<file path="src/rtl/imem_loader.sv">
// Boot loader: turns a length-prefixed big-endian byte stream into
// instruction-memory word writes, then releases the CPU.
module imem_loader #(
  parameter int unsigned MAX_WORDS = 256,
  parameter logic [31:0] BASE_ADDR = 32'h0000_0000
) (
  input  logic        clk,
  input  logic        startin,
  input  logic        byte_valid,
  input  logic [7:0]  byte_data,
  output logic        byte_ready,
  output logic        imem_we,
  output logic [31:0] imem_addr,
  output logic [31:0] imem_wdata,
  output logic        cpu_run,
  output logic        load_err
);

  typedef enum logic [2:0] {HDR0, HDR1, DATA, WRITE, DONE, ERR} state_e;

  state_e      state_q;
  logic [15:0] count_q;
  logic [15:0] word_idx_q;
  logic [1:0]  byte_idx_q;
  logic [23:0] shift_q;
  logic        we_q;
  logic        run_q;
  logic        err_q;
  logic [31:0] addr_q;
  logic [31:0] wdata_q;

  logic        xfer;
  logic [15:0] hdr_count;
  logic [15:0] word_next;

  assign byte_ready = state_q inside {HDR0, HDR1, DATA};
  assign xfer       = byte_valid & byte_ready;
  assign hdr_count  = {count_q[15:8], byte_data};
  assign word_next  = word_idx_q + 16'd1;

  // A reset landing on the WRITE cycle must not let the strobe escape.
  assign imem_we    = we_q & startin;
  assign imem_addr  = addr_q;
  assign imem_wdata = wdata_q;
  assign cpu_run    = run_q;
  assign load_err   = err_q;

  always_ff @(posedge clk) begin
    if (!startin) begin
      state_q    <= HDR0;
      count_q    <= '0;
      word_idx_q <= '0;
      byte_idx_q <= '0;
      shift_q    <= '0;
      we_q       <= 1'b0;
      run_q      <= 1'b0;
      err_q      <= 1'b0;
      addr_q     <= '0;
      wdata_q    <= '0;
    end else begin
      we_q <= 1'b0;
      unique case (state_q)
        HDR0: if (xfer) begin
          count_q <= {byte_data, 8'h00};
          state_q <= HDR1;
        end
        HDR1: if (xfer) begin
          count_q <= hdr_count;
          if (hdr_count == 16'd0) begin
            run_q   <= 1'b1;
            state_q <= DONE;
          end else if (32'(hdr_count) > MAX_WORDS) begin
            err_q   <= 1'b1;
            state_q <= ERR;
          end else begin
            word_idx_q <= '0;
            byte_idx_q <= '0;
            state_q    <= DATA;
          end
        end
        DATA: if (xfer) begin
          shift_q    <= {shift_q[15:0], byte_data};
          byte_idx_q <= byte_idx_q + 2'd1;
          if (byte_idx_q == 2'd3) begin
            wdata_q <= {shift_q, byte_data};
            addr_q  <= BASE_ADDR + {14'd0, word_idx_q, 2'b00};
            we_q    <= 1'b1;
            state_q <= WRITE;
          end
        end
        WRITE: begin
          word_idx_q <= word_next;
          if (word_next == count_q) begin
            run_q   <= 1'b1;
            state_q <= DONE;
          end else begin
            state_q <= DATA;
          end
        end
        DONE: state_q <= DONE;
        ERR:  state_q <= ERR;
        default: state_q <= ERR;
      endcase
    end
  end

endmodule
</file>
<file path="config.mk">
export PLATFORM = sky130hd
export DESIGN_NAME = imem_loader
export DESIGN_NICKNAME = d
export VERILOG_FILES = /design/src/rtl/imem_loader.sv
export SDC_FILE = /design/constraint.sdc
export NUM_CORES = 1
export LEC_CHECK = 0
export ABC_AREA = 1
export CELL_PAD_IN_SITES_DETAIL_PLACEMENT = 1
export CELL_PAD_IN_SITES_GLOBAL_PLACEMENT = 1
export CORE_UTILIZATION = 42
export CTS_CLUSTER_DIAMETER = 40
export CTS_CLUSTER_SIZE = 14
export DETAILED_ROUTE_END_ITERATION = 8
export GPL_TIMING_DRIVEN = 0
export PLACE_DENSITY = 0.94
export SYNTH_ARGS = -nofsm -noshare
export SYNTH_HDL_FRONTEND = slang
export SYNTH_SLANG_ARGS = --single-unit
</file>
<file path="constraint.sdc">
create_clock -name clk -period 4.5 [get_ports clk]
set_input_delay 0.9 -clock clk [delete_from_list [all_inputs] [get_ports clk]]
set_output_delay 0.9 -clock clk [all_outputs]
set_load 0.02 [all_outputs]
</file>
After elaboration in Yosys (flattened, before gate mapping)
Cells that the tools add are included.

Flip-flop bits (word level): 112. Input port bits: 11. Output and inout port bits: 68. Logic and storage cells: 73.

Add/subtract/negate cells: 2. Magnitude comparators: 1. Equal/unequal tests: 14. Mux-type cells: 25. Bitwise operators: 4. Reductions and logical operators: 16.

Operators with widths (count): 2-to-1 mux 16 bit (4); case mux 16 bit (2 select lines) (2); 2-to-1 mux 3 bit (7); adder 16 x 1 -> 16 bit (second input constant) (1); == test 16 bit (1); > comparator 16 x 9 -> 1 bit (second input constant) (1); zero test 16 bit (1); AND reduction 4 bit (4); case mux 3 bit (5 select lines) (1); inequality test 2 bit (second input constant) (6); AND reduction 3 bit (4); 2-to-1 mux 2 bit (4); 2-to-1 mux 8 bit (1); == test 3 x 2 -> 1 bit (second input constant) (2); nonzero test 2 bit (3); AND reduction 5 bit (1); 2-to-1 mux 1 bit (4); inequality test 2 x 1 -> 1 bit (second input constant) (2); case mux 2 bit (2 select lines) (1); == test 3 x 1 -> 1 bit (second input constant) (1); == test 3 bit (second input constant) (1); zero test 3 bit (1); nonzero test 3 bit (1); adder 2 x 1 -> 2 bit (second input constant) (1); other kinds (5) (7).

Logic depth before layout (Yosys ltp)
Gate-level depths: netlist (run 1).

Word-level depth: 5. Depth in mapped cells: 16. Mapped depth without buffers: 16.

Least setup slack after synthesis (run 1)
OpenSTA, ideal clock, no wires.

Kind: input-to-output. From: input startin. To: output imem_we. Arrival: 1.586 ns. Required time: 3.600 ns. Path slack: 2.014 ns. Stages on the path: 4. Path buffers: 2. Cells stage by stage: clkbuf_1 clkbuf_1 nand2_1 inv_1.

Cells in the longest elaborated chain, start to end: 1.

Ends and longest elaborated chain: from (decl) (line 8) `input logic startin,`; bitwise AND 1 bit (line 42) `assign imem_we = we_q & startin;`; to (decl) (line 12) `output logic imem_we,`.

Every way passes these cells.

Final worst setup path (run 1)
Ends and elaborated chain as after synthesis.

==> run_results.csv, run 1 <==
group,metric,value,unit
timing,fmax,0.293,GHz
clocking,holdBufCountCts,0,
setup_path,cp_slowest_cell,"sky130_fd_sc_hd__clkdlybuf4s50_1",
clocking,tritoncts,"done",
detailed_routing,vias_per_cell,5.36,
run_status,failed_checks,"design-rule violations",
global_routing,grt_pass1_wl,25700,µm
layout,regArea,2240,µm²
global_routing,gr-total-overflow,0,
clocking,clk-insertion-delay-late,0.37,ns
setup_path,worst_path_largest_cell_delay,0.60,ns
logic_synthesis,async_flop_share,0,%
timing,skew,0.00934,ns
timing,clock_period_minus_final_worst_setup_slack,3.41,ns
detailed_routing,detail_route.iter0.violations,240,
detailed_routing,drcViolationCount,8,
setup_path,regToRegStartpoint,"word_idx_q[0]",
clocking,cts-buffers-inserted,9,
pwr,switching_share,29.3,%
layout,area_growth,22.2,%
clocking,clock_sink_count,112,
pwr,internal_power_consumption,1.52,mW
detailed_routing,first_pass_iteration_count_of_the_detailed_router,6,
logic_synthesis,synth.lib_cells_used.distinct,31,
logic_synthesis,yosysSeqAreaShare,44.4,%
pwr,cellPowerDensity,349,nW/µm²
setup_path,critical_path.startpoint,"startin",
setup_path,worst_ep_arrival_time,2.51,ns
logic_synthesis,syn_area,5050,µm²
pwr,power.sequential.fraction,49.0,%
pwr,static-leakage-power,2.21,nW
timing,remaining_max_slew_budget_at_the_tightest_pin,52.7,%
logic_synthesis,synthesis.area_per_instance,7.21,µm²
global_routing,grtUsageTotal,26.2,%
setup_path,critical_path_buf_inv_count,4,
setup_path,cpLargestDelayFamily,"buffers and inverters",
detailed_routing,detail_route.wl_per_cell,16.9,µm
clocking,cts_resized,0,
timing,fin_ws,1.09,ns
placed_design,io_buffers,61,
timing,final_min_period_over_clock_period,75.9,%
layout,final_layout_size_suffix_gt1_share,9.08,%
run_status,outcome,"finished with violations",
setup_path,timing.critical_path.required,3.60,ns
setup_path,crit_fanout,10,
global_routing,grt_start_max_net_pins,19,
worst_hold_path,hp-start,"imem_addr[12]",
worst_hold_path,timing.hold.worst.class,"flop to flop",
timing,setup_total_negative_slack,0,ns
clocking,cts_setup_buffers,0,
logic_synthesis,synth-warning-count,0,
pwr,power.net_switching,0.631,mW
detailed_routing,drt-total-wl,15800,µm
global_routing,vias_in_the_first_global_route,5173,
placed_design,place_ws,1.07,ns
pwr,logic_gate_share_of_total_power,15.1,%
global_routing,grt_antenna_before_repair,0,
placed_design,place.detailed.hpwl,11700,µm
clocking,worst_setup_hold_path_clk_slew,0.07,ns
timing,worst_margin_pin_slew,0.710,ns
timing,final-setup-viol-count,0,
layout,num_antenna_cells,0,
setup_path,reg2reg_slack,2.26,ns
setup_path,cp_cell_sequence,"clkbuf_1 > clkbuf_1 > nand2_1 > inv_1 > clkdlybuf4s50_1",
run,max_cap_viol_count,0,
logic_synthesis,yosys_most_used_dff,"sky130_fd_sc_hd__dfxtp_1",
pwr,power.ir.vdd_worst,0.297,mV
floorplan,fp.dieW,112,µm
floorplan,fp-row-count,39,
detailed_routing,vias,5017,
logic_synthesis,postSynthCellCount,701,
setup_path,crit_path_frequent_cell,"sky130_fd_sc_hd__clkbuf_1",
clocking,max-clock-path-buffers,2,
pwr,clockPowerShare,35.9,%
floorplan,die_h,112,µm
layout,multi_input_area,2390,µm²
placed_design,routability_driven_placement_congestion_ratio,0.859,
floorplan,die_area,12500,µm²
layout,nets,801,
setup_path,end_kind,"output pin",
floorplan,initial_core_util,43.7,%
floorplan,placeableCoreArea,11600,µm²
logic_synthesis,postSynthRegisterBits,112,
timing,number_of_hold_slack_violations_in_the_final_timing_report,0,
setup_path,worst_setup_path_start_kind,"primary input",
clocking,clock_tree.htree_level_count,3,
detailed_routing,detail-route-antenna-nets,0,
clocking,root_buffer,"sky130_fd_sc_hd__clkbuf_16",
floorplan,top_level_ports,79,
timing,setup_repair_after_global_routing_missed_its_margin,"no",
setup_path,worstSetupPathType,"primary input to output pin",
logic_synthesis,synth_edf_count,0,
timing,report.final.slew_viol_count,0,
layout,num-fill-cells,1516,
cells in the mapped netlist, types with 2 or more instances:
cell                       number  share of area (%)
sky130_fd_sc_hd__nand4_1        7               0.87
sky130_fd_sc_hd__nor3_1         3               0.30
sky130_fd_sc_hd__xor2_1         3               0.52
sky130_fd_sc_hd__xnor3_1        2               0.89
sky130_fd_sc_hd__nand2_1      195                 14
sky130_fd_sc_hd__nand3_2        2               0.40
sky130_fd_sc_hd__nor2_2         9                1.1
sky130_fd_sc_hd__xnor2_1        3               0.52
sky130_fd_sc_hd__inv_2          2               0.15
sky130_fd_sc_hd__nor2_4         3               0.67
sky130_fd_sc_hd__clkbuf_1      20                1.5
sky130_fd_sc_hd__dfxtp_1      112                 44
sky130_fd_sc_hd__nand3_1       85                8.4
sky130_fd_sc_hd__ha_1           2               0.50
sky130_fd_sc_hd__clkinv_1       2               0.15
sky130_fd_sc_hd__nand2_2        6               0.74
sky130_fd_sc_hd__o21ai_0       22                2.2
sky130_fd_sc_hd__a21oi_1      108                 11
sky130_fd_sc_hd__nor2_1        28                2.1
sky130_fd_sc_hd__buf_2         10               0.99
sky130_fd_sc_hd__buf_4         25                3.7
sky130_fd_sc_hd__inv_1         39                2.9
sky130_fd_sc_hd__nor4_1         3               0.37
sky130_fd_sc_hd__nand3b_1       3               0.45
layout by cell type, fill, tap and decap left out, types with 9 or more instances in the layout:
master,count
sky130_fd_sc_hd__o21ai_0,22
sky130_fd_sc_hd__clkdlybuf4s50_1,61
sky130_fd_sc_hd__buf_4,25
sky130_fd_sc_hd__a21oi_1,108
sky130_fd_sc_hd__buf_2,10
sky130_fd_sc_hd__nor2_1,28
sky130_fd_sc_hd__clkbuf_1,22
sky130_fd_sc_hd__conb_1,16
sky130_fd_sc_hd__inv_1,39
sky130_fd_sc_hd__nor2_2,9
sky130_fd_sc_hd__nand2_1,195
sky130_fd_sc_hd__nand3_1,85
sky130_fd_sc_hd__clkbuf_16,9
sky130_fd_sc_hd__dfxtp_1,112
tightest hold or removal path: cells and delay by family (launching register included):
family / cells / cell delay (ns)
compound gates: 1 / 0.05
flops: 1 / 0.31
simple gates: 1 / 0.06
layout make-up:
cell class	instances	area share [%]
multi-input combinational	506	38.8
inverter	43	2.61
sequential	112	36.3
clock inverter	5	0.669
buffer	55	5.07
clock buffer	11	3.77
timing repair buffer	61	9.89
tap	143	2.90
worst paths after layout:
check	endpoint	cells after the start
worst min register to register	imem_addr[12]	2
worst max-delay path	imem_we	5
worst max register to register	state_q[1]	14
worst min-delay path	imem_addr[12]	2
registers in the layout, summed over array words and instances (netlist names):
register	count
we_q	1
cpu_run	1
state_q	3
byte_idx_q	2
imem_addr	16
word_idx_q	16
count_q	16
imem_wdata	32
shift_q	24
load_err	1
metrics by stage:
step,total power [mW],hold slack [ns],util [%],cell area [µm²],std cells
finish,2.15,0.466,53.4,6170,936
global placement,1.38,0.449,51.0,5900,920
floorplan,1.30,0.441,-,5110,716
global route,2.23,0.482,53.4,6170,936
detailed placement,1.40,0.456,51.0,5900,920
CTS,2.16,0.466,53.4,6170,936
power by group through the flow:
stage / logic, mW / clock network [mW] / registers [mW]
6_report: 0.325 / 0.772 / 1.06
3_3_place_gp: 0.304 / 0 / 1.07
5_1_grt: 0.362 / 0.812 / 1.06
2_1_floorplan: 0.227 / 0 / 1.07
3_5_place_dp: 0.319 / 0 / 1.08
4_1_cts: 0.323 / 0.781 / 1.05
per-layer routing:
layer  share of wire (%)  up-vias  wire length, µm  global-route usage [%]
li1                    -     2442                -                       -
met1                  42     2402             6690                    31.0
met2                  50      134             7850                    45.6
met3                 5.0       39              785                    4.74
met4                 3.1        0              492                    13.1
met5                   0        -                0                       0
logic make-up after synthesis:
family / after synthesis / share of synthesized area [%]
flops: 112 / 44.4
fa+ha+maj: 2 / 0.495
buf+inv: 98 / 9.38
other cells: 1 / 0.0742
xor+xnor: 8 / 1.93
compound gates: 136 / 13.9
simple gates: 344 / 29.9
Note: power is estimated with default switching activity, not from simulation.
==> inputs of run 2 (changes only) <==
- CORE_UTILIZATION: 42 -> 39
- PLACE_DENSITY: 0.94 -> 0.89
- clock period: 4.5 -> 3.4 ns (I/O delays scaled with it)
==> run_results.csv, run 2 (synthesized netlist as in run 1, its figures left out) <==
group,metric,value,unit
run_status,outcome,"finished, final reports clean",
floorplan,initial_core_util,40.0,%
worst_hold_path,hp-start,"cpu_run",
clocking,clk-insertion-delay-late,0.36,ns
placed_design,io_buffers,61,
floorplan,placeableCoreArea,12600,µm²
layout,largest_register_ffs,32,
setup_path,critPathCapture,"imem_we",
timing,fmax,0.342,GHz
floorplan,fp.dieW,116,µm
timing,fin_ws,0.477,ns
floorplan,top_level_ports,79,
clocking,cts_setup_buffers,0,
pwr,switching_share,27.9,%
clocking,tritoncts,"done",
setup_path,reg2reg_slack,1.17,ns
timing,setup_total_negative_slack,0,ns
clocking,max-clock-path-buffers,2,
pwr,power.net_switching,0.813,mW
layout,num-fill-cells,1661,
layout,post-route-util,49.4,%
floorplan,die_h,116,µm
run,max_cap_viol_count,0,
pwr,clockPowerShare,37.4,%
timing,report.final.slew_viol_count,0,
layout,num_antenna_cells,0,
clocking,cts-buffers-inserted,9,
setup_path,worstSetupPathType,"primary input to output pin",
detailed_routing,vias,4996,
clocking,holdBufCountCts,0,
layout,multi_input_area,2390,µm²
setup_path,timing.rr.end,"state_q[1]",
timing,worst_margin_pin_slew,0.711,ns
pwr,cellPowerDensity,468,nW/µm²
global_routing,vias_in_the_first_global_route,4979,
layout,layout.cells.most_common,"sky130_fd_sc_hd__nand2_1",
setup_path,worst_ep_arrival_time,2.24,ns
clocking,cts_resized,0,
setup_path,crit_fanout,10,
placed_design,place_ws,0.473,ns
global_routing,grt_antenna_before_repair,0,
detailed_routing,vias_per_cell,5.18,
floorplan,fp-row-count,41,
timing,remaining_max_slew_budget_at_the_tightest_pin,52.6,%
detailed_routing,first_pass_iteration_count_of_the_detailed_router,5,
clocking,worst_setup_hold_path_clk_slew,0.07,ns
global_routing,grt_start_max_net_pins,18,
pwr,static-leakage-power,2.22,nW
setup_path,length_in_cells_of_the_worst_reg_to_reg_path,16,
setup_path,regToRegStartpoint,"word_idx_q[0]",
detailed_routing,drt-total-wl,15300,µm
placed_design,routability_driven_placement_congestion_ratio,0.849,
layout,final_layout_size_suffix_gt1_share,9.08,%
timing,skew,0.00555,ns
timing,clock_period_minus_final_worst_setup_slack,2.92,ns
detailed_routing,detail_route.wl_per_cell,15.8,µm
layout,nets,801,
floorplan,die_area,13400,µm²
layout,mostFrequentLayoutCells,"sky130_fd_sc_hd__nand2_1 (195), sky130_fd_sc_hd__dfxtp_1 (112), sky130_fd_sc_hd__a21oi_1 (108), sky130_fd_sc_hd__nand3_1 (85), sky130_fd_sc_hd__clkdlybuf4s50_1 (61)",
pwr,power.ir.vdd_worst,0.334,mV
timing,final_min_period_over_clock_period,86.0,%
pwr,logic_gate_share_of_total_power,14.7,%
clocking,clock_tree.htree_level_count,3,
timing,setup_repair_after_global_routing_missed_its_margin,"no",
layout,regArea,2240,µm²
timing,final-setup-viol-count,0,
setup_path,worst_setup_path_start_kind,"primary input",
pwr,internal_power_consumption,2.10,mW
global_routing,gr-total-overflow,0,
detailed_routing,drcViolationCount,0,
worst_hold_path,timing.hold.worst.class,"flop to flop",
timing,fin_worst_hold_slack,0.463,ns
global_routing,grtUsageTotal,23.9,%
detailed_routing,detail-route-antenna-nets,0,
clocking,root_buffer,"sky130_fd_sc_hd__clkbuf_16",
clocking,clock_sink_count,112,
pwr,design_power_total,2.92,mW
setup_path,end_kind,"output pin",
timing,number_of_hold_slack_violations_in_the_final_timing_report,0,
global_routing,grt_pass1_wl,24700,µm
detailed_routing,detail_route.iter0.violations,300,
placed_design,place.detailed.hpwl,11700,µm
layout,area_growth,23.4,%
setup_path,timing.critical_path.required,2.72,ns
pwr,power.sequential.fraction,47.9,%
setup_path,critical_path.startpoint,"startin",
## run 2: cell count changes in the layout (fill, tap and decap cells not counted)
cell                         previous run  this run
sky130_fd_sc_hd__clkbuf_8               0         1
sky130_fd_sc_hd__bufinv_16              0         1
sky130_fd_sc_hd__inv_8                  1         0
sky130_fd_sc_hd__clkinvlp_4             1         0
## run 2: final cells by class
class	count	share of cell area (%)
multi-input cells	506	38.4
flip-flops and latches	112	36.0
repair buffers	61	9.79
plain buffers	55	5.02
clock buffers	12	3.95
well taps	172	3.45
inverters	43	2.59
clock inverters	4	0.843
## run 2: per-layer routing
metal	vias to the layer above	share of wire, %	track usage [%]
li1	2448	-	-
met1	2416	46	30.9
met2	120	49	40.4
met3	12	4.2	4.97
met4	0	1.0	6.32
met5	-	0	0
## run 2: how the worst min path moves through the flow
stage	end	depth (start not counted)
4_1_cts	imem_addr[15]	2
3_5_place_dp	imem_addr[15]	2
6_report	cpu_run	2
3_3_place_gp	imem_addr[9]	2
5_1_grt	imem_addr[8]	2
2_1_floorplan	shift_q[16]	2
## run 2: power groups by stage
stage / registers, mW / clock network [mW] / logic, mW
after floorplan: 1.42 / 0 / 0.300
after detailed placement: 1.43 / 0 / 0.423
final: 1.40 / 1.09 / 0.429
after global placement: 1.42 / 0 / 0.406
after global routing: 1.40 / 1.16 / 0.480
after CTS: 1.40 / 1.10 / 0.427
## run 2: metrics by stage
stage,instance area [µm²],cells
5_1_grt,6230,965
3_3_place_gp,5940,949
4_1_cts,6230,965
3_5_place_dp,5940,949
6_report,6230,965
2_1_floorplan,5110,716
## run 2: worst max-delay path, stage by stage
cell                              delay, ns
sky130_fd_sc_hd__clkbuf_1              0.35
sky130_fd_sc_hd__clkbuf_1              0.43
sky130_fd_sc_hd__nand2_1               0.11
sky130_fd_sc_hd__inv_1                 0.08
sky130_fd_sc_hd__clkdlybuf4s50_1       0.59
